[config.mk]
export PLATFORM = sky130hd
export DESIGN_NAME = event_delay_monitor
export DESIGN_NICKNAME = d
export VERILOG_FILES = /design/src/rtl/event_delay_monitor.sv
export SDC_FILE = /design/constraint.sdc
export NUM_CORES = 1
export LEC_CHECK = 0
export BUFFER_PORTS_ARGS = -buffer_cell sky130_fd_sc_hd__buf_2
export CORE_MARGIN = 4
export CORE_UTILIZATION = 50
export DETAILED_ROUTE_END_ITERATION = 8
export PLACE_DENSITY = 0.76
export REMOVE_ABC_BUFFERS = 1
export SLEW_MARGIN = 10
export SYNTH_ARGS = -nofsm -noshare
export SYNTH_HDL_FRONTEND = slang
export SYNTH_SLANG_ARGS = --single-unit
[constraint.sdc]
create_clock -name clk -period 4.05 [get_ports clk]
set_clock_uncertainty 0.05 [all_clocks]
set_input_delay 0.81 -clock clk [delete_from_list [all_inputs] [get_ports clk]]
set_output_delay 0.81 -clock clk [all_outputs]
set_load 0.01 [all_outputs]
[src/rtl/event_delay_monitor.sv]
// rtl/event_delay_monitor.sv - event1-to-event2 cycle delay monitor with window check and statistics
// Define EVENT_DELAY_TIMEOUT_EN to abort a measurement with max_error once it passes MAX_DELAY.
module event_delay_monitor #(
   parameter int CNT_WIDTH = 16,
   parameter int MIN_DELAY = 0,
   parameter int MAX_DELAY = 100
) (
   input  logic                 clk,
   input  logic                 reset,
   input  logic                 enable,
   input  logic                 clear,
   input  logic                 event1,
   input  logic                 event2,
   output logic                 busy,
   output logic                 delay_valid,
   output logic [CNT_WIDTH-1:0] delay_count,
   output logic                 min_error,
   output logic                 max_error,
   output logic [7:0]           error_count,
   output logic [CNT_WIDTH-1:0] max_seen
);

   typedef enum logic {IDLE, ARMED} state_t;

   state_t               state, state_next;
   logic [CNT_WIDTH-1:0] counter, counter_next, delay_count_next, meas;
   logic                 event1_q, event2_q, rise1, rise2;
   logic                 valid_next, min_next, max_next;
   int                   meas_i;

   assign rise1  = event1 & ~event1_q;
   assign rise2  = event2 & ~event2_q;
   // delay if event2 rises at this edge; counter saturates rather than wraps
   assign meas   = (&counter) ? counter : counter + CNT_WIDTH'(1);
   assign meas_i = int'(meas);
   assign busy   = (state == ARMED);

   always_ff @(posedge clk or posedge reset) begin
      if (reset) begin
         state       <= IDLE;
         counter     <= '0;
         delay_count <= '0;
         delay_valid <= 1'b0;
         min_error   <= 1'b0;
         max_error   <= 1'b0;
         event1_q    <= 1'b0;
         event2_q    <= 1'b0;
      end else begin
         state       <= state_next;
         counter     <= counter_next;
         delay_count <= delay_count_next;
         delay_valid <= valid_next;
         min_error   <= min_next;
         max_error   <= max_next;
         event1_q    <= event1;
         event2_q    <= event2;
      end
   end

   always_comb begin
      state_next       = state;
      counter_next     = counter;
      delay_count_next = delay_count;
      valid_next       = 1'b0;
      min_next         = 1'b0;
      max_next         = 1'b0;
      if (!enable) begin
         state_next   = IDLE;
         counter_next = '0;
      end else begin
         case (state)
            IDLE: begin
               if (rise1) begin
                  state_next   = ARMED;
                  counter_next = '0;
               end
            end
            ARMED: begin
               if (rise2) begin
                  valid_next       = 1'b1;
                  delay_count_next = meas;
                  min_next         = (meas_i < MIN_DELAY);
                  max_next         = (meas_i > MAX_DELAY);
                  counter_next     = '0;
                  // a coincident event1 starts the next measurement immediately
                  if (!rise1)
                     state_next = IDLE;
               end else if (rise1) begin
                  counter_next = '0;
`ifdef EVENT_DELAY_TIMEOUT_EN
               end else if (int'(counter) == MAX_DELAY) begin
                  max_next     = 1'b1;
                  state_next   = IDLE;
                  counter_next = '0;
`endif
               end else begin
                  counter_next = meas;
               end
            end
            default: begin
               state_next   = IDLE;
               counter_next = '0;
            end
         endcase
      end
   end

   // statistics trail the registered pulses by one cycle; clear overrides that update
   always_ff @(posedge clk or posedge reset) begin
      if (reset) begin
         error_count <= 8'd0;
         max_seen    <= '0;
      end else if (clear) begin
         error_count <= 8'd0;
         max_seen    <= '0;
      end else begin
         if ((min_error || max_error) && error_count != 8'hFF)
            error_count <= error_count + 8'd1;
         if (delay_valid && delay_count > max_seen)
            max_seen <= delay_count;
      end
   end

endmodule
==> run metrics <==
first-pass GRT wire length=between 10000 and 15000 um; vias per std cell=5.56; Worst Hold Launch=delay_count[8]; CTS tree=yes; Netlist cell types=50; CTS root buffer=clkbuf_8; maximum vdd ir drop=approximately 0.21 mV; via count=2922; # setup viols final=0; Syn. warnings=0; EDFF count, synth=0; Overflow after GRT=0; Buf/Inv on CP=1; initial core utilization=52.1%; crit-path max cell delay=530 ps; Clk Latency, worst-skew pair=340 ps; PostCTS Resize Cnt=0; Top FF cell, synth=dfrtp_1; Post-route DRC=0; # Max-Cap Violations=0; post-route minimum period=2740 ps; initial DRC count=142; Max-slew headroom=34.5%; Final period util=between 60% and 70%; Setup CP Type=flop to flop; drt total wl=7610 um; CP Launch Type=flop; setup TNS=0 ps; ANT cells=0; largest net degree at the start of global routing=45; Min-Delay Path Class=flop to flop; pwr dens=~330 mW/mm^2; FF-to-FF Start=delay_count[1]; Critical Path End Type=flop; DR WL/cell=~14 um; Core Util, Final=59.5%; register bit total from synthesis=61; Leak Pwr=1.87 nW; Max Fclk=roughly 370 MHz; overall power=1.35 mW; largest delay contributor family on the critical path=compound AO/OA/AOI/OAI gates; CP Max Fanout=9; drt pass-1 iters=4; Ports=50; total track usage=18.9%; share of cells above drive strength 1=17.2%; Final nets=449; Slowest-stage cell, CP=a21oi_2; H-tree depth reported by CTS=3; Final HPWL DP=5530 um; origin of the worst setup path=delay_count[1]; Hold Vio Cnt, Final=0; Die H=92.8 um; Die ar.=0.00862 mm^2; Critical Path RT=4270 ps; syn avg cell area=between 9 and 10 um^2; CTS Buf Count=9; async set-or-reset flop fraction in the synthesized netlist=100%; status=completed; Layout area overhead=14.3%; Setup Fix Bufs, Post-CTS=0; Post-DRT Antenna Nets=0; IO buf count=48; Clock Pin Slew Worst Setup and Hold Paths=80 ps; initial antenna violation count=0; RSZ-0062 raised after global routing=no; Placement Rows=30; Hold Buf Count CTS=0; core box area=0.00691 mm^2; sequential share of the synthesized area=a little over two fifths; Syn Inst Count=386; final count of pins violating max slew=0; crit-path cells=ha_1, nor2b_1, o211ai_1, a2111oi_0, a211oi_1, a21oi_2, buf_4, mux2i_1; GP Congestion=around 0.9; clk sinks=61; Cell Area, Synth=0.00360 mm^2; vias in the first global route=2797; Worst Path Arrival=2950 ps; Die W=roughly 93 um; Slew @ Worst Pin=roughly 980 ps; deepest clock path buffer count=2
## synth_stat cells (5+ instances only)
master | n | area [um^2]
nand2_1 | 33 | 124
inv_1 | 22 | 82.6
nand2b_1 | 34 | 213
xor2_1 | 6 | 52.6
ha_1 | 18 | 225
nand3_1 | 13 | 65.1
clkbuf_1 | 14 | 52.6
o21ai_0 | 35 | 175
dfrtp_1 | 61 | 1530
buf_2 | 7 | 35.0
mux2i_1 | 18 | 180
xnor2_1 | 9 | 78.8
a31oi_1 | 5 | 31.3
o31ai_1 | 5 | 37.5
nor2_1 | 21 | 78.8
nand4_1 | 10 | 62.6
nor3_1 | 6 | 30.0
a21oi_1 | 14 | 70.1
## tightest hold or removal path: cells and delay by family, from the launching register on
family | cells | cell delay [ps]
AOI/OAI and AO/OA | 1 | 60
DFF | 1 | 380
and+or+nand+nor | 1 | 60
## flip-flops by register name, indices dropped and copies added, names as in the netlist
signal and flops:
counter 16, delay_count 16, max_seen 16, error_count 8, busy 1, delay_valid 1
event1_q 1, event2_q 1, max_error 1
## metrics by stage
step                area (um^2)  hold slack, ps  setup slack (ps)  instances
floorplan                  3490             462              1610        363
global placement           3870             465              1340        510
detailed placement         3870             474              1320        510
CTS                        4110             490              1320        526
global route               4110             518              1110        526
finish                     4110             490              1310        526
## layout by cell type, fill, tap and decap left out, types with 9 or more instances in the layout
cell type,netlist,routed
dfrtp_1,61,61
buf_2,7,48
o21ai_0,35,35
nand2b_1,34,34
nand2_1,33,33
nor2_1,21,21
inv_1,22,21
mux2i_1,18,18
ha_1,18,18
a21oi_1,14,14
nand3_1,13,13
nand4_1,10,10
xnor2_1,9,9
clkbuf_8,0,9
## per-layer routing
| metal | up-vias | share of wire, % | track usage, % |
|---|---|---|---|
| met3 | 6 | 3.8 | 4.06 |
| li1 | 1437 | - | - |
| met5 | - | 0 | 0 |
| met2 | 59 | 49 | 32.0 |
| met4 | 0 | 0.87 | 5.49 |
| met1 | 1420 | 47 | 24.4 |
## where the power goes
group          total [mW]  internal, mW  switching, mW
sequential          0.621         0.615        0.00587
clock               0.662         0.409          0.253
combinational      0.0655        0.0242         0.0412
## cell type report
cell class,count,area (um^2)
Timing Repair Buffer,51,263
Fill cell,620,2790
Inverter,22,82.6
Clock buffer,10,128
Clock inverter,6,111
Multi-Input combinational cell,280,1880
Tap cell,96,120
Sequential cell,61,1530
## cell families (layout without fill, tap and decap cells)
family,Yosys count,in the layout,synth area share (%)
fa+ha+maj,18,18,6.26
buf+inv,45,89,5.25
compound gates,83,83,14.3
simple gates,143,143,22.4
mux,20,20,5.63
other cells,1,1,0.104
flops,61,61,42.4
xor+xnor,15,15,3.65
## worst paths after layout
check | endpoint | slack (ps) | cells after the start
setup / recovery | max_seen[10] | 1310 | 8
hold / removal | delay_count[8] | 490 | 2
setup reg to reg | max_seen[10] | 1310 | 8
hold reg to reg | delay_count[8] | 490 | 2
max in group asynchronous | delay_count[3] | 2530 | 3
min in group asynchronous | max_seen[10] | 640 | 2
Power figures use the tool's default switching activity.
